## src/rtl/imem_loader_if.sv

```systemverilog
// Byte-stream input and instruction-memory write port of the program loader.
// The loader uses the slave modport; the source/memory side uses master.
interface imem_loader_if;
   logic        in_valid;
   logic [7:0]  in_data;
   logic        in_ready;
   logic [31:0] imem_test_addr;
   logic [31:0] imem_test_data;
   logic        imem_wr_en;

   modport slave (
      input  in_valid,
      input  in_data,
      output in_ready,
      output imem_test_addr,
      output imem_test_data,
      output imem_wr_en
   );

   modport master (
      output in_valid,
      output in_data,
      input  in_ready,
      input  imem_test_addr,
      input  imem_test_data,
      input  imem_wr_en
   );
endinterface

```

## src/rtl/imem_loader.sv

```systemverilog
// Boot-time loader: LEN_LO, LEN_HI, then N little-endian words written to instrMem.
// Optional trailing XOR checksum byte when LOADER_CHECKSUM_EN is defined.
module imem_loader #(
   parameter int          MAX_WORDS = 256,
   parameter logic [31:0] BASE_ADDR = 32'd0
) (
   input  logic         clk,
   input  logic         reset,
   input  logic         start_i,
   imem_loader_if.slave bus,
   output logic         busy_o,
   output logic         done_o,
   output logic         cpu_run_o,
   output logic         error_o
);

   localparam logic [2:0] ST_IDLE  = 3'd0;
   localparam logic [2:0] ST_LEN0  = 3'd1;
   localparam logic [2:0] ST_LEN1  = 3'd2;
   localparam logic [2:0] ST_DATA  = 3'd3;
   localparam logic [2:0] ST_WRITE = 3'd4;
   localparam logic [2:0] ST_DONE  = 3'd5;
   localparam logic [2:0] ST_FAIL  = 3'd6;
`ifdef LOADER_CHECKSUM_EN
   localparam logic [2:0] ST_CHK   = 3'd7;
   localparam logic [2:0] ST_LAST  = ST_CHK;
`else
   localparam logic [2:0] ST_LAST  = ST_DONE;
`endif

   logic [2:0]  state_q, state_d;
   logic [15:0] n_q, n_d;
   logic [15:0] idx_q, idx_d;
   logic [1:0]  byte_cnt_q, byte_cnt_d;
   logic [23:0] word_q, word_d;
   logic [31:0] addr_q, addr_d;
   logic [31:0] data_q, data_d;
`ifdef LOADER_CHECKSUM_EN
   logic [7:0]  xor_q, xor_d;
`endif

   logic        ready;
   logic        xfer;
   logic [15:0] len;
   logic [15:0] idx_inc;

`ifdef LOADER_CHECKSUM_EN
   assign ready = (state_q == ST_LEN0) || (state_q == ST_LEN1) ||
                  (state_q == ST_DATA) || (state_q == ST_CHK);
`else
   assign ready = (state_q == ST_LEN0) || (state_q == ST_LEN1) ||
                  (state_q == ST_DATA);
`endif
   assign xfer    = bus.in_valid && ready;
   assign len     = {bus.in_data, n_q[7:0]};
   assign idx_inc = idx_q + 16'd1;

   always_comb begin
      state_d    = state_q;
      n_d        = n_q;
      idx_d      = idx_q;
      byte_cnt_d = byte_cnt_q;
      word_d     = word_q;
      addr_d     = addr_q;
      data_d     = data_q;
`ifdef LOADER_CHECKSUM_EN
      xor_d      = xor_q;
      if (xfer && (state_q != ST_CHK)) begin
         xor_d = xor_q ^ bus.in_data;
      end
`endif
      case (state_q)
         ST_IDLE, ST_DONE, ST_FAIL: begin
            if (start_i) begin
               state_d    = ST_LEN0;
               idx_d      = 16'd0;
               byte_cnt_d = 2'd0;
`ifdef LOADER_CHECKSUM_EN
               xor_d      = 8'd0;
`endif
            end
         end
         ST_LEN0: begin
            if (xfer) begin
               n_d[7:0] = bus.in_data;
               state_d  = ST_LEN1;
            end
         end
         ST_LEN1: begin
            if (xfer) begin
               n_d = len;
               if (len > 16'(MAX_WORDS)) begin
                  state_d = ST_FAIL;
               end else if (len == 16'd0) begin
                  state_d = ST_LAST;
               end else begin
                  state_d = ST_DATA;
               end
            end
         end
         ST_DATA: begin
            if (xfer) begin
               byte_cnt_d = byte_cnt_q + 2'd1;
               case (byte_cnt_q)
                  2'd0:    word_d[7:0]   = bus.in_data;
                  2'd1:    word_d[15:8]  = bus.in_data;
                  2'd2:    word_d[23:16] = bus.in_data;
                  default: begin
                     // Output registers only change here, so they hold between writes.
                     addr_d  = BASE_ADDR + {16'd0, idx_q};
                     data_d  = {bus.in_data, word_q};
                     state_d = ST_WRITE;
                  end
               endcase
            end
         end
         ST_WRITE: begin
            idx_d   = idx_inc;
            state_d = (idx_inc == n_q) ? ST_LAST : ST_DATA;
         end
`ifdef LOADER_CHECKSUM_EN
         ST_CHK: begin
            if (xfer) begin
               state_d = (bus.in_data == xor_q) ? ST_DONE : ST_FAIL;
            end
         end
`endif
         default: state_d = ST_IDLE;
      endcase
   end

   always_ff @(posedge clk or negedge reset) begin
      if (!reset) begin
         state_q    <= ST_IDLE;
         n_q        <= 16'd0;
         idx_q      <= 16'd0;
         byte_cnt_q <= 2'd0;
         word_q     <= 24'd0;
         addr_q     <= 32'd0;
         data_q     <= 32'd0;
`ifdef LOADER_CHECKSUM_EN
         xor_q      <= 8'd0;
`endif
      end else begin
         state_q    <= state_d;
         n_q        <= n_d;
         idx_q      <= idx_d;
         byte_cnt_q <= byte_cnt_d;
         word_q     <= word_d;
         addr_q     <= addr_d;
         data_q     <= data_d;
`ifdef LOADER_CHECKSUM_EN
         xor_q      <= xor_d;
`endif
      end
   end

   assign bus.in_ready       = ready;
   assign bus.imem_wr_en     = (state_q == ST_WRITE);
   assign bus.imem_test_addr = addr_q;
   assign bus.imem_test_data = data_q;
   assign busy_o    = (state_q != ST_IDLE) && (state_q != ST_DONE) && (state_q != ST_FAIL);
   assign done_o    = (state_q == ST_DONE);
   assign cpu_run_o = (state_q == ST_DONE);
   assign error_o   = (state_q == ST_FAIL);

endmodule
```

## src/flat_wrapper.sv

```systemverilog
// flat-port wrapper written by rule: the top's interface ports become plain ports
module imem_loader_flat 
#(
   parameter int          MAX_WORDS = 256,
   parameter logic [31:0] BASE_ADDR = 32'd0
)
  (clk, reset, start_i, busy_o, done_o, cpu_run_o, error_o, bus_in_valid, bus_in_data, bus_in_ready, bus_imem_test_addr, bus_imem_test_data, bus_imem_wr_en);
  imem_loader_if bus_i ();
  input  logic clk;
  input  logic reset;
  input  logic start_i;
  output logic busy_o;
  output logic done_o;
  output logic cpu_run_o;
  output logic error_o;
  input wire logic [$bits(bus_i.in_valid)-1:0] bus_in_valid;
  input wire logic [$bits(bus_i.in_data)-1:0] bus_in_data;
  output wire logic [$bits(bus_i.in_ready)-1:0] bus_in_ready;
  output wire logic [$bits(bus_i.imem_test_addr)-1:0] bus_imem_test_addr;
  output wire logic [$bits(bus_i.imem_test_data)-1:0] bus_imem_test_data;
  output wire logic [$bits(bus_i.imem_wr_en)-1:0] bus_imem_wr_en;
  assign bus_i.in_valid = bus_in_valid;
  assign bus_i.in_data = bus_in_data;
  assign bus_in_ready = bus_i.in_ready;
  assign bus_imem_test_addr = bus_i.imem_test_addr;
  assign bus_imem_test_data = bus_i.imem_test_data;
  assign bus_imem_wr_en = bus_i.imem_wr_en;
  imem_loader #(.MAX_WORDS(MAX_WORDS), .BASE_ADDR(BASE_ADDR)) u_core (.clk(clk), .reset(reset), .start_i(start_i), .bus(bus_i), .busy_o(busy_o), .done_o(done_o), .cpu_run_o(cpu_run_o), .error_o(error_o));
endmodule
```

## config.mk

```make
export PLATFORM = sky130hd
export DESIGN_NAME = imem_loader_flat
export DESIGN_NICKNAME = d
export VERILOG_FILES = /design/src/rtl/imem_loader_if.sv /design/src/rtl/imem_loader.sv /design/src/flat_wrapper.sv
export SDC_FILE = /design/constraint.sdc
export NUM_CORES = 1
export LEC_CHECK = 0
export BUFFER_PORTS_ARGS = -buffer_cell sky130_fd_sc_hd__buf_2
export CAP_MARGIN = 20
export CELL_PAD_IN_SITES_DETAIL_PLACEMENT = 0
export CELL_PAD_IN_SITES_GLOBAL_PLACEMENT = 1
export CORE_AREA = 2 2 105 107
export CTS_BUF_LIST = sky130_fd_sc_hd__clkbuf_4
export DETAILED_ROUTE_END_ITERATION = 12
export DIE_AREA = 0 0 107 109
export PLACE_DENSITY_LB_ADDON = 0.1
export RECOVER_POWER = 25
export SYNTH_ARGS = -nofsm -noshare
export SYNTH_HDL_FRONTEND = slang
export SYNTH_SLANG_ARGS = --single-unit
```

## constraint.sdc

```tcl
create_clock -name clk -period 4.4 [get_ports clk]
set_input_delay 0.88 -clock clk [delete_from_list [all_inputs] [get_ports clk]]
set_output_delay 0.88 -clock clk [all_outputs]
set_load 0.01 [all_outputs]
```

== Word-level counts from Yosys, hierarchy flattened ==
Index checks and enable logic that the tools add are counted.
Word-level totals
  register bits: 109
  input bits: 12
  output and inout bits: 70
  word-level logic and storage cells: 69
Cells by class
  add/sub/neg operators: 2
  $lt $le $gt $ge: 1
  eq/ne operators: 16
  multiplexer cells: 16
  bitwise gates (word level): 2
  reduce and logical (&&, ||, !) cells: 22
Operator list (number)
  case mux 16 bit (2 select lines): 1
  two-way mux 3 bit: 8
  AND reduction 3 bit: 6
  adder 16 x 1 -> 16 bit, second input constant: 1
  == test 16 bit: 1
  > comparator 16 x 9 -> 1 bit, second input constant: 1
  logical NOT 16 bit: 1
  two-way mux 16 bit: 1
  case mux 8 bit (2 select lines): 1
  case mux 3 bit (5 select lines): 1
  == test 3 bit, second input constant: 3
  two-way mux 8 bit: 1
  == test 3 x 2 -> 1 bit, second input constant: 2
  inequality test 2 x 1 -> 1 bit, second input constant: 3
  inequality test 3 bit, second input constant: 2
  OR reduction 3 bit: 2
  AND reduction 5 bit: 1
  two-way mux 2 bit: 2
  inequality test 2 bit, second input constant: 2
  case mux 2 bit (2 select lines): 1
  AND reduction 2 bit: 2
  nonzero test 2 bit: 2
  == test 3 x 1 -> 1 bit, second input constant: 1
  logical AND 1 bit: 3
  other kinds (8): 10

== Longest topological paths before layout ==
Gate-level depths: netlist (run 1).
  depth in word-level cells: 6
  mapped depth: 8
  gate-level depth less buffers: 8

== Worst setup path before layout (run 1) ==
No wires, ideal clock.
  path type: register to register
  start point: reg u_core.idx_q[10]
  end point: reg u_core.state_q[1]
  setup time: 0.119 ns
  arrival: 2.305 ns
  required time: 4.281 ns
  setup slack: 1.976 ns
  cell stages (with the launch flop): 9
  buffers on the path: 1
  clock period less this slack: 2.424 ns
  path through: dfrtp_1 clkbuf_1 nand4_1 nor4_1 xnor2_1 o2111ai_1 or4_1 a2111o_1 a21bo_1
Between the ends
  longest elaborated chain between the ends: 4
RTL lines
  from (decl): RTL line imem_loader.sv:33  | logic [15:0] idx_q, idx_d;
  from (signal assigned): RTL line imem_loader.sv:147  | idx_q <= idx_d;
  adder 16 x 1 -> 16 bit: RTL line imem_loader.sv:56  | assign idx_inc = idx_q + 16'd1;
  == test 16 bit: RTL line imem_loader.sv:119  | state_d = (idx_inc == n_q) ? ST_LAST : ST_DATA;
  two-way mux 3 bit: RTL line imem_loader.sv:119
  case mux 3 bit (5 select lines): RTL line imem_loader.sv:72  | case (state_q)
  to (signal assigned): RTL line imem_loader.sv:145  | state_q <= state_d;
  to (decl): RTL line imem_loader.sv:31  | logic [2:0] state_q, state_d;
No other way between the ends.
A chain may end at the register's enable or synchronous reset.

==> metrics.log, run 1 <==
INFO  metric result_of_the_run = finished with violations
INFO  metric violations_in_the_final_reports = max-capacitance violations, max-slew violations
INFO  metric power.static_leakage = between 0.002 and 0.003 uW
INFO  metric critPathRequiredTime = between 4 and 5 ns
INFO  metric post_cts_resized = 0
INFO  metric worstSkewPairLatency = about 0.45 ns
INFO  metric synth_largest_type_area_fraction = 0.531
INFO  metric instances_no_fill = ~630
INFO  metric synth_async_sr_flop_share = 1.00
INFO  metric post-synth-top-area-cell = sky130_fd_sc_hd__dfrtp_1
INFO  metric postCtsSetupRepairBufs = 0
INFO  metric cts_buffer_depth = 2
INFO  metric critical-path-top-delay-family = buffers and inverters
INFO  metric grt_first_pass_wirelength = 17600 um
INFO  metric synth_enable_flop_cells = 0
INFO  metric flip_flop_and_latch_count_after_synthesis = roughly 110
INFO  metric nNetsFinal = 506
INFO  metric slowest_delay = roughly 1.8 ns
INFO  metric grt_max_degree = just under 50
INFO  metric path_cells = clkbuf_1 -> clkbuf_2
INFO  metric layout-area-overhead-vs-synth = 10.3%
INFO  metric drcViolationCount = 0
INFO  metric path_class = in -> async
INFO  metric post_place_worst_slack = 1.41 ns
INFO  metric postCtsHoldBufs = 0
INFO  metric initial_core_util = 0.484
INFO  metric detail_route.first_pass.iterations = 4
INFO  metric cts_sinks = between 100 and 150
INFO  metric timing.final.crit_share = 0.700
INFO  metric fin_setup_tns = 0 ns
INFO  metric globalplace.congestion = ~0.78
INFO  metric setup-violations-final = 0
INFO  metric crit_buf_inv = 2
INFO  metric grt_setup_unrepaired = no
INFO  metric post-synth-top-count-cell = sky130_fd_sc_hd__dfrtp_1
INFO  metric period_minus_slack = about 3.1 ns
INFO  metric synth.yosys.warnings = 0
INFO  metric drive_gt1_frac = 0.340
INFO  metric final_util = 0.534
INFO  metric num_cts_buffers = 9
INFO  metric ir_worst_vdd = ~0.25 mV
INFO  metric chipHeight = ~110 um
INFO  metric end_kind = async pin
INFO  metric number_of_max_cap_violations = 1
INFO  metric ys.flop_type = sky130_fd_sc_hd__dfrtp_1
INFO  metric slew_viol_final = 49
INFO  metric detail_route.iter0.violations = roughly 170
INFO  metric groute.usage.overall = 0.196
INFO  metric port-buffer-count = 65
INFO  metric die_width = 107 um
INFO  metric worst-endpoint-arrival = approximately 3.6 ns
INFO  metric ys_seq_area_frac = 0.531
INFO  metric slew_headroom = -0.751
INFO  metric clkTransAtPathRegs = roughly 0.16 ns
INFO  metric htree_levels = 3
INFO  metric power.density_cell_area = ~480 nW/um^2
INFO  metric place_inst = 618
INFO  metric synth_area = about 5100 um^2
INFO  metric timing_hold_violations_final = 0
INFO  metric post_synth.cell_area_avg = around 12 um^2
INFO  metric timing.fmax = about 320 MHz
INFO  metric routed_via_density = ~5.4
INFO  metric antenna_cells = 0
INFO  metric crit_path_max_fanout = 48
INFO  metric clockRootBuffer = sky130_fd_sc_hd__clkbuf_4
INFO  metric first_global_vias = 3266
INFO  metric post_synth_main_area_contributors = sky130_fd_sc_hd__dfrtp_1 (53%), sky130_fd_sc_hd__mux2_2 (17%), sky130_fd_sc_hd__o21ai_0 (2.5%)
INFO  metric dp_hpwl = 7360 um
INFO  metric hold_class = reg -> reg
INFO  metric num_vias = between 3000 and 4000
INFO  metric core.rowCount = 38
INFO  metric grt_antenna_before_repair = 0
INFO  metric remaining_global_route_overflow = 0
INFO  metric wl_per_cell = 16.9 um
INFO  metric drtAntennaViolNets = 0
INFO  metric power.total = 2700 uW
INFO  metric tightest_slew = roughly 2.6 ns
INFO  metric post_synthesis_cell_count = 430
INFO  metric finalWorstSetupSlack = between 1 and 1.5 ns
INFO  metric post_synth_num_cell_types = 52
INFO  metric synth.top_cells.by_count = sky130_fd_sc_hd__dfrtp_1 (109), sky130_fd_sc_hd__mux2_2 (76), sky130_fd_sc_hd__nand2_1 (34), sky130_fd_sc_hd__o21ai_0 (26), sky130_fd_sc_hd__nor2_1 (22)
INFO  metric io-pin-count = 82
INFO  metric fin_worst_skew = 0.0112 ns
INFO  metric finalWirelength = 10700 um
INFO  metric tritoncts = done
INFO  metric fp.coreArea = 10600 um^2
INFO  metric critPathLaunchType = primary input
INFO  metric cp_slowest_cell = sky130_fd_sc_hd__clkbuf_1
INFO  metric design.die.area = roughly 12000 um^2
## power by group
part	internal, uW	total (uW)	leakage, uW	switching, uW
Combinational	396	772	0.00129	376
Sequential	1220	1410	0.00146	191
Clock	176	514	0.0000763	338
## kinds of logic (layout without fill, tap and decap cells)
| group | Yosys count | count (layout) | synth area share |
|---|---|---|---|
| mux | 89 | 89 | 0.194 |
| other cells | 1 | 16 | 0.000730 |
| buf+inv | 45 | 94 | 0.0463 |
| fa+ha+maj | 6 | 6 | 0.0141 |
| compound gates | 61 | 61 | 0.0751 |
| flops | 109 | 109 | 0.531 |
| simple gates | 99 | 99 | 0.101 |
| xor+xnor | 20 | 20 | 0.0368 |
## state kept, by name (all words and copies together), names as in the netlist
| register | flops |
|---|---|
| u_core.bus.imem_test_addr | 16 |
| u_core.bus.imem_test_data | 32 |
| u_core.byte_cnt_q | 2 |
| u_core.idx_q | 16 |
| u_core.n_q | 16 |
| u_core.state_q | 3 |
| u_core.word_q | 24 |
## per-stage QoR
step / hold slack (ns) / instance area, um^2
floorplan: 0.452 / 5190
global placement: 0.461 / 5530
detailed placement: 0.466 / 5530
CTS: 0.419 / 5670
global route: 0.522 / 5660
finish: 0.498 / 5660
## cells in the final DEF (no fill, tap or decap), types with 2 or more instances in the layout
cell                       Yosys  final
sky130_fd_sc_hd__nand3b_1      2      2
sky130_fd_sc_hd__nand2b_1      4      4
sky130_fd_sc_hd__clkinv_2      0      2
sky130_fd_sc_hd__dfrtp_1     109    109
sky130_fd_sc_hd__and3_1        5      5
sky130_fd_sc_hd__mux2_1       10     10
sky130_fd_sc_hd__buf_2         4     64
sky130_fd_sc_hd__o31ai_1       8      8
sky130_fd_sc_hd__mux2i_1       3      3
sky130_fd_sc_hd__xor2_1        8      8
sky130_fd_sc_hd__nor3_1        6      6
sky130_fd_sc_hd__o21ai_0      26     26
sky130_fd_sc_hd__clkinv_4      0      2
sky130_fd_sc_hd__mux2_2       76     76
sky130_fd_sc_hd__nand2_1      34     33
sky130_fd_sc_hd__xnor2_1      11     11
sky130_fd_sc_hd__ha_1          5      5
sky130_fd_sc_hd__clkbuf_4      0      9
sky130_fd_sc_hd__nor3b_1       2      2
sky130_fd_sc_hd__o21ai_1       2      2
sky130_fd_sc_hd__nor4_1        6      6
sky130_fd_sc_hd__o221ai_1      3      3
sky130_fd_sc_hd__a31oi_1       2      2
sky130_fd_sc_hd__a21oi_1       8      8
sky130_fd_sc_hd__buf_4        17      4
sky130_fd_sc_hd__inv_1         7      7
sky130_fd_sc_hd__nand4_4       2      2
sky130_fd_sc_hd__nor2_1       22     22
sky130_fd_sc_hd__nand3_1       6      6
sky130_fd_sc_hd__conb_1        1     16
sky130_fd_sc_hd__nand4_1       3      3
## path summary, 6_finish.rpt
| check | cells past startpoint | slack [ns] | endpoint | from |
|---|---|---|---|---|
| max | 2 | 1.32 | u_core.word_q[4]$_DFFE_PN0P_ | reset |
| min | 2 | 0.50 | u_core.bus.imem_test_addr[13]$_DFFE_PN0P_ | u_core.bus.imem_test_addr[13]$_DFFE_PN0P_ |
| max reg2reg | 7 | 1.61 | u_core.state_q[1]$_DFFE_PN0P_ | u_core.idx_q[2]$_DFFE_PN0P_ |
| min reg2reg | 2 | 0.50 | u_core.bus.imem_test_addr[13]$_DFFE_PN0P_ | u_core.bus.imem_test_addr[13]$_DFFE_PN0P_ |
| max in group clk | 5 | 1.47 | bus_imem_wr_en | u_core.state_q[1]$_DFFE_PN0P_ |
| min in group asynchronous | 1 | 1.23 | u_core.idx_q[1]$_DFFE_PN0P_ | reset |
## layer usage
layer  up-vias  GRT usage  routed length, um
li1       1611          -                  -
met1      1706      0.263               4940
met2        74      0.323               5170
met3        12     0.0359                467
met4         0     0.0677                151
met5         -          0                  0
## layout make-up
type,instances,area [um^2]
fillers,960,4940
flip-flops and latches,109,2730
multi-input cells,291,2230
repair buffers,70,359
well taps,140,175
clock inverters,7,73.8
clock buffers,9,67.6
inverters,8,30.0
(Power assumes the default switching activity.)
==> inputs of run 2 (changes only) <==
--- a/config.mk
+++ b/config.mk
@@ -9,10 +9,10 @@
 export CAP_MARGIN = 20
 export CELL_PAD_IN_SITES_DETAIL_PLACEMENT = 0
 export CELL_PAD_IN_SITES_GLOBAL_PLACEMENT = 1
-export CORE_AREA = 2 2 105 107
+export CORE_AREA = 2 2 114 116
 export CTS_BUF_LIST = sky130_fd_sc_hd__clkbuf_4
 export DETAILED_ROUTE_END_ITERATION = 12
-export DIE_AREA = 0 0 107 109
+export DIE_AREA = 0 0 116 118
 export PLACE_DENSITY_LB_ADDON = 0.1
 export RECOVER_POWER = 25
 export SYNTH_ARGS = -nofsm -noshare
==> constraint.sdc (replaced) <==
create_clock -name clk -period 2.75 [get_ports clk]
set_input_delay 0.55 -clock clk [delete_from_list [all_inputs] [get_ports clk]]
set_output_delay 0.55 -clock clk [all_outputs]
set_load 0.01 [all_outputs]
==> run 2 against run 1 <==
Wire length rose by 6.9%. Flip-flop and latch count did not move. Highest routed layer unchanged. Setup slack got worse by 1.1 ns. Combinational power rose by 63%. Power rose by 59%. Critical path depth rose by 5. The flow now finishes without violations. Critical path type is now reg -> reg. Count of clock-buffer cells in the layout rose by 1. First-iteration DRC count fell by 26%. Largest power group unchanged. Register-to-register slack got worse by 1.4 ns. Final cell count rose by 6.9%. Sequential share of layout area fell by 1.0 points.
==> metrics.log, run 2 (synthesis results as in run 1) <==
INFO  metric result_of_the_run = finished, final reports clean
INFO  metric num_vias = 3504
INFO  metric dp_hpwl = 8280 um
INFO  metric path_cells = nand2_1 -> nor4_1 -> xnor2_1 -> o2111ai_1 -> or4_1 -> a2111o_1 -> a21bo_1
INFO  metric chipHeight = about 120 um
INFO  metric power.clock.fraction = 0.174
INFO  metric slew_headroom = 0.0982
INFO  metric r2r_cells = 7
INFO  metric cts_sinks = ~110
INFO  metric fp.coreArea = ~12000 um^2
INFO  metric power.total = ~4300 uW
INFO  metric end_kind = flop
INFO  metric grt_max_degree = 56
INFO  metric crit_buf_inv = 0
INFO  metric drtAntennaViolNets = 0
INFO  metric grt_first_pass_wirelength = about 19000 um
INFO  metric postCtsSetupRepairBufs = 0
INFO  metric fin_worst_skew = about 0.023 ns
INFO  metric path_class = reg -> reg
INFO  metric slowest_delay = slightly below 0.6 ns
INFO  metric first_global_vias = ~3600
INFO  metric initial_core_util = 0.414
INFO  metric htree_levels = 3
INFO  metric switch_pwr = approximately 1500 uW
INFO  metric design.die.area = roughly 14000 um^2
INFO  metric power.density_cell_area = 741 nW/um^2
INFO  metric timing.fmax = between 300 and 400 MHz
INFO  metric dpl-instance-area = 5680 um^2
INFO  metric fin_area = roughly 5800 um^2
INFO  metric core.rowCount = 41
INFO  metric grt_setup_unrepaired = no
INFO  metric slew_viol_final = 0
INFO  metric drive_gt1_frac = 0.356
INFO  metric remaining_global_route_overflow = 0
INFO  metric port-buffer-count = 65
INFO  metric worstSetupPathDepth = 7
INFO  metric io-pin-count = slightly above 80
INFO  metric post_cts_resized = 0
INFO  metric antenna_cells = 0
INFO  metric clkTransAtPathRegs = between 0.15 and 0.2 ns
INFO  metric num_cts_buffers = 9
INFO  metric wl_per_cell = between 15 and 20 um
INFO  metric critPathLaunchType = flop
INFO  metric netSwitchingFraction = 0.349
INFO  metric worstSkewPairLatency = around 0.48 ns
INFO  metric finalWorstSetupSlack = 0.223 ns
INFO  metric detail_route.first_pass.iterations = 4
INFO  metric layout-area-overhead-vs-synth = 12.6%
INFO  metric power.share.combinational = 0.294
INFO  metric critical-path-top-delay-family = simple AND/OR/NAND/NOR gates
INFO  metric power.static_leakage = around 0.0029 uW
INFO  metric crit_path_max_fanout = 10
INFO  metric finalWirelength = approximately 11000 um
INFO  metric detail_route.iter0.violations = between 100 and 150
INFO  metric postCtsHoldBufs = 0
INFO  metric groute.usage.overall = 0.181
INFO  metric largest_register_ff_count = 32
INFO  metric tightest_slew = approximately 1.4 ns
INFO  metric cellInternalPower = ~2800 uW
INFO  metric nNetsFinal = ~520
INFO  metric fin_setup_tns = 0 ns
INFO  metric cts_buffer_depth = 2
INFO  metric layout.cells.most_common_list = sky130_fd_sc_hd__dfrtp_1 (109), sky130_fd_sc_hd__mux2_2 (76), sky130_fd_sc_hd__buf_2 (64), sky130_fd_sc_hd__nand2_1 (33), sky130_fd_sc_hd__o21ai_0 (26)
INFO  metric critPathRequiredTime = about 3.1 ns
INFO  metric timing.final.crit_share = 0.919
INFO  metric worst-endpoint-arrival = 2.90 ns
INFO  metric period_minus_slack = between 2 and 3 ns
INFO  metric hold_class = in -> async
INFO  metric post_place_worst_slack = 0.236 ns
INFO  metric ir_worst_vdd = ~0.38 mV
INFO  metric globalplace.congestion = about 0.80
INFO  metric die_width = 116 um
INFO  metric tritoncts = done
INFO  metric timing_hold_violations_final = 0
INFO  metric grt_antenna_before_repair = 0
INFO  metric cp_slowest_cell = sky130_fd_sc_hd__dfrtp_1
INFO  metric setup-violations-final = 0
INFO  metric final_common_cell = sky130_fd_sc_hd__dfrtp_1
INFO  metric clockRootBuffer = sky130_fd_sc_hd__clkbuf_4
INFO  metric drcViolationCount = 0
INFO  metric power.sequential.fraction = 0.532
INFO  metric number_of_max_cap_violations = 0
INFO  metric routed_via_density = 5.17
## run 2: changes by cell type in the layout (fill, tap and decap cells not counted)
cell                        before  now
sky130_fd_sc_hd__clkinv_1        1    2
sky130_fd_sc_hd__inv_8           0    1
sky130_fd_sc_hd__clkbuf_1        1    0
sky130_fd_sc_hd__clkbuf_2        1    2
sky130_fd_sc_hd__buf_4           4   15
sky130_fd_sc_hd__clkinv_4        2    1
sky130_fd_sc_hd__buf_12          0    1
sky130_fd_sc_hd__clkinv_2        2    1
sky130_fd_sc_hd__clkbuf_4        9   10
sky130_fd_sc_hd__bufinv_16       1    0
## run 2: metrics by stage
stage	utilization	std cells	hold slack, ns
after floorplan	-	445	0.254
after global placement	0.458	662	0.462
after detailed placement	0.458	662	0.468
after CTS	0.467	678	0.100
after global routing	0.466	678	0.399
final	0.466	678	0.332
## run 2: routing by layer
layer  track usage  routed length, um
met1         0.248               5440
met3        0.0345                409
met5             0                  0
met2         0.285               5440
met4        0.0625                177
## run 2: cell type report
type                       count  area (um^2)
clock buffer                  10         75.1
tap                          172          215
multi-input combinational    291         2230
sequential                   109         2730
fill                        1210         6630
timing repair buffer          82          463
clock inverter                 6         45.0
inverter                       8         30.0
## run 2: final timing paths
check	from	end	slack, ns
setup reg to reg	u_core.idx_q[3]$_DFFE_PN0P_	u_core.state_q[1]$_DFFE_PN0P_	0.22
max in group asynchronous	reset	u_core.bus.imem_test_addr[15]$_DFFE_PN0P_	1.00
hold reg to reg	u_core.bus.imem_test_addr[14]$_DFFE_PN0P_	u_core.bus.imem_test_addr[14]$_DFFE_PN0P_	0.50
hold / removal	reset	u_core.idx_q[2]$_DFFE_PN0P_	0.33
setup / recovery	u_core.idx_q[3]$_DFFE_PN0P_	u_core.state_q[1]$_DFFE_PN0P_	0.22
min in group clk	bus_in_data[7]	u_core.bus.imem_test_data[31]$_DFFE_PN0P_	0.41
## run 2: power by group through the flow
| stage | Combinational (uW) | Sequential, uW | Clock [uW] |
|---|---|---|---|
| after global routing | 1420 | 2340 | 838 |
| after detailed placement | 1290 | 2310 | 0 |
| after global placement | 1260 | 2290 | 0 |
| final | 1260 | 2280 | 744 |
| after CTS | 1290 | 2280 | 776 |
| after floorplan | 998 | 2170 | 0 |
==> inputs of run 3 (changes only) <==
--- a/config.mk
+++ b/config.mk
@@ -5,14 +5,16 @@
 export SDC_FILE = /design/constraint.sdc
 export NUM_CORES = 1
 export LEC_CHECK = 0
+export ABC_CLOCK_PERIOD_IN_PS = 2750
 export BUFFER_PORTS_ARGS = -buffer_cell sky130_fd_sc_hd__buf_2
 export CAP_MARGIN = 20
 export CELL_PAD_IN_SITES_DETAIL_PLACEMENT = 0
 export CELL_PAD_IN_SITES_GLOBAL_PLACEMENT = 1
-export CORE_AREA = 2 2 114 116
+export CORE_AREA = 4 4 116 118
 export CTS_BUF_LIST = sky130_fd_sc_hd__clkbuf_4
 export DETAILED_ROUTE_END_ITERATION = 12
-export DIE_AREA = 0 0 116 118
+export DIE_AREA = 0 0 120 122
+export HOLD_SLACK_MARGIN = 0.08
 export PLACE_DENSITY_LB_ADDON = 0.1
 export RECOVER_POWER = 25
 export SYNTH_ARGS = -nofsm -noshare
==> run 3 against run 2 <==
The run now ends with max-capacitance violations, max-slew violations left. Utilization is 0.22 points lower. Critical path depth is 1 higher. Hold slack better by 0.089 ns. First-iteration DRC count is 31% higher. Non-clock buffer count is 1 lower. Setup slack better by 0.0024 ns. Design area hardly changed. Clock power is 2% higher. Critical endpoint unchanged. Largest power group unchanged.
==> metrics.log, run 3 (synthesis results as in run 1) <==
INFO  metric result_of_the_run = finished with violations
INFO  metric violations_in_the_final_reports = max-capacitance violations, max-slew violations
INFO  metric fin_setup_tns = 0 ns
INFO  metric postCtsSetupRepairBufs = 0
INFO  metric timing.final.crit_share = 0.918
INFO  metric worstSkewPairLatency = around 0.5 ns
INFO  metric finalWirelength = between 10000 and 15000 um
INFO  metric slew_headroom = -0.183
INFO  metric power.sequential.fraction = 0.527
INFO  metric wl_per_cell = approximately 18 um
INFO  metric wl_met3 = 690 um
INFO  metric htree_levels = 3
INFO  metric grt_first_pass_wirelength = roughly 19000 um
INFO  metric switch_pwr = approximately 1500 uW
INFO  metric layout-area-overhead-vs-synth = 12.6%
INFO  metric drive_gt1_frac = 0.352
INFO  metric fin_area = 5780 um^2
INFO  metric tritoncts = done
INFO  metric number_of_max_cap_violations = 1
INFO  metric remaining_global_route_overflow = 0
INFO  metric timing.fmax = 396 MHz
INFO  metric clockRootBuffer = sky130_fd_sc_hd__clkbuf_4
INFO  metric drcViolationCount = 0
INFO  metric met2RoutedLength = ~6000 um
INFO  metric power.static_leakage = about 0.0029 uW
INFO  metric antenna_cells = 0
INFO  metric grt_antenna_before_repair = 0
INFO  metric globalplace.congestion = approximately 0.9
INFO  metric final_common_cell = sky130_fd_sc_hd__dfrtp_1
INFO  metric core.rowCount = slightly above 40
INFO  metric clkTransAtPathRegs = 0.17 ns
INFO  metric fin_worst_skew = about 0.012 ns
INFO  metric cellInternalPower = 2800 uW
INFO  metric detail_route.first_pass.iterations = 4
INFO  metric period_minus_slack = around 2.5 ns
INFO  metric fp.coreArea = about 12000 um^2
INFO  metric post_place_worst_slack = approximately 0.21 ns
INFO  metric design.die.area = around 15000 um^2
INFO  metric path_class = reg -> reg
INFO  metric port-buffer-count = 65
INFO  metric highest-signal-layer = met4
INFO  metric n_fill_cell = roughly 1200
INFO  metric detail_route.wirelength.met1 = approximately 5200 um
INFO  metric die_width = approximately 120 um
INFO  metric crit_path_max_fanout = 6
INFO  metric power.clock.fraction = 0.176
INFO  metric groute.usage.overall = 0.170
INFO  metric timing_hold_violations_final = 0
INFO  metric critPathLaunchType = flop
INFO  metric final_util = 0.464
INFO  metric drtAntennaViolNets = 0
INFO  metric power.share.combinational = 0.297
INFO  metric num_cts_buffers = 9
INFO  metric grt_setup_unrepaired = no
INFO  metric power.density_cell_area = 746 nW/um^2
INFO  metric chipHeight = around 120 um
INFO  metric netSwitchingFraction = 0.351
INFO  metric ir_worst_vdd = roughly 0.37 mV
INFO  metric cts_buffer_depth = 2
INFO  metric slew_viol_final = 32
INFO  metric largest_register_ff_count = 32
INFO  metric power.total = 4310 uW
INFO  metric initial_core_util = 0.412
INFO  metric dp_hpwl = slightly above 8000 um
INFO  metric hold_class = in -> reg
INFO  metric routed_via_density = a little over 5
INFO  metric end_kind = flop
INFO  metric cts_sinks = 109
INFO  metric first_global_vias = 3635
INFO  metric num_vias = roughly 3500
INFO  metric detail_route.iter0.violations = 167
INFO  metric critPathRequiredTime = roughly 3.2 ns
INFO  metric finalWorstSetupSlack = 0.225 ns
INFO  metric layout.cells.most_common_list = sky130_fd_sc_hd__dfrtp_1 (109), sky130_fd_sc_hd__mux2_2 (76), sky130_fd_sc_hd__buf_2 (64), sky130_fd_sc_hd__nand2_1 (33), sky130_fd_sc_hd__o21ai_0 (26)
INFO  metric seqCellArea = approximately 2700 um^2
INFO  metric dpl-instance-area = ~5700 um^2
INFO  metric multi_input_area = approximately 2200 um^2
INFO  metric tightest_slew = about 1.8 ns
INFO  metric io-pin-count = 82
INFO  metric grt_max_degree = 59
INFO  metric nNetsFinal = 517
INFO  metric setup-violations-final = 0
INFO  metric worst-endpoint-arrival = 2.93 ns
==> run 3: final cells by class <==
class,instances,share of cell area
clock inverter,6,0.00823
clock buffer,10,0.0130
multi-input combinational,291,0.386
timing repair buffer,81,0.0779
tap,172,0.0372
sequential,109,0.472
inverter,8,0.00520
==> run 3: critical path, stage by stage (launching register included) <==
cell,delay (ns)
sky130_fd_sc_hd__dfrtp_1,0.48
sky130_fd_sc_hd__ha_1,0.26
sky130_fd_sc_hd__nand4_4,0.14
sky130_fd_sc_hd__nor2_4,0.17
sky130_fd_sc_hd__and4_4,0.26
sky130_fd_sc_hd__mux2i_1,0.09
sky130_fd_sc_hd__or4_1,0.52
sky130_fd_sc_hd__a2111o_1,0.32
sky130_fd_sc_hd__a21bo_1,0.19
==> run 3: routing by layer <==
layer | vias to the layer above | GRT usage
li1 | 1634 | -
met4 | 0 | 0.0437
met3 | 14 | 0.0613
met5 | - | 0
met1 | 1763 | 0.210
met2 | 86 | 0.284
==> run 3: path summary, 6_finish.rpt <==
kind                                                           startpoint                                        end  slack (ns)  cells past startpoint
min in group asynchronous                                           reset              u_core.state_q[0]$_DFFE_PN0P_        1.06                      2
worst max register to register                u_core.idx_q[0]$_DFFE_PN0P_              u_core.state_q[1]$_DFFE_PN0P_        0.23                      8
worst min register to register  u_core.bus.imem_test_addr[13]$_DFFE_PN0P_  u_core.bus.imem_test_addr[13]$_DFFE_PN0P_        0.50                      2
max in group asynchronous                                           reset                 u_core.n_q[11]$_DFFE_PN0P_        0.42                      3
worst max-delay path                          u_core.idx_q[0]$_DFFE_PN0P_              u_core.state_q[1]$_DFFE_PN0P_        0.23                      8
worst min-delay path                                         bus_in_valid           u_core.byte_cnt_q[0]$_DFFE_PN0P_        0.42                      3
==> run 3: what timing repair did <==
| action | in CTS | in global routing |
|---|---|---|
| hold endpoints to repair | 29 | 0 |
| resized for setup | 0 | 1 |
| hold buffers | 1 | 0 |
| setup endpoints to repair | 0 | 1 |
==> run 3: per-stage QoR <==
stage / instances / hold slack, ns
after floorplan: 445 / 0.254
after global placement: 660 / 0.463
after detailed placement: 660 / 0.474
after CTS: 677 / 0.375
after global routing: 677 / 0.374
final: 677 / 0.420
==> run 3: power by group through the flow <==
stage	Clock [uW]	Sequential [uW]	Combinational, uW
after floorplan	0	2170	998
after global placement	0	2290	1270
after detailed placement	0	2310	1290
after CTS	803	2270	1300
after global routing	868	2320	1430
final	761	2270	1280
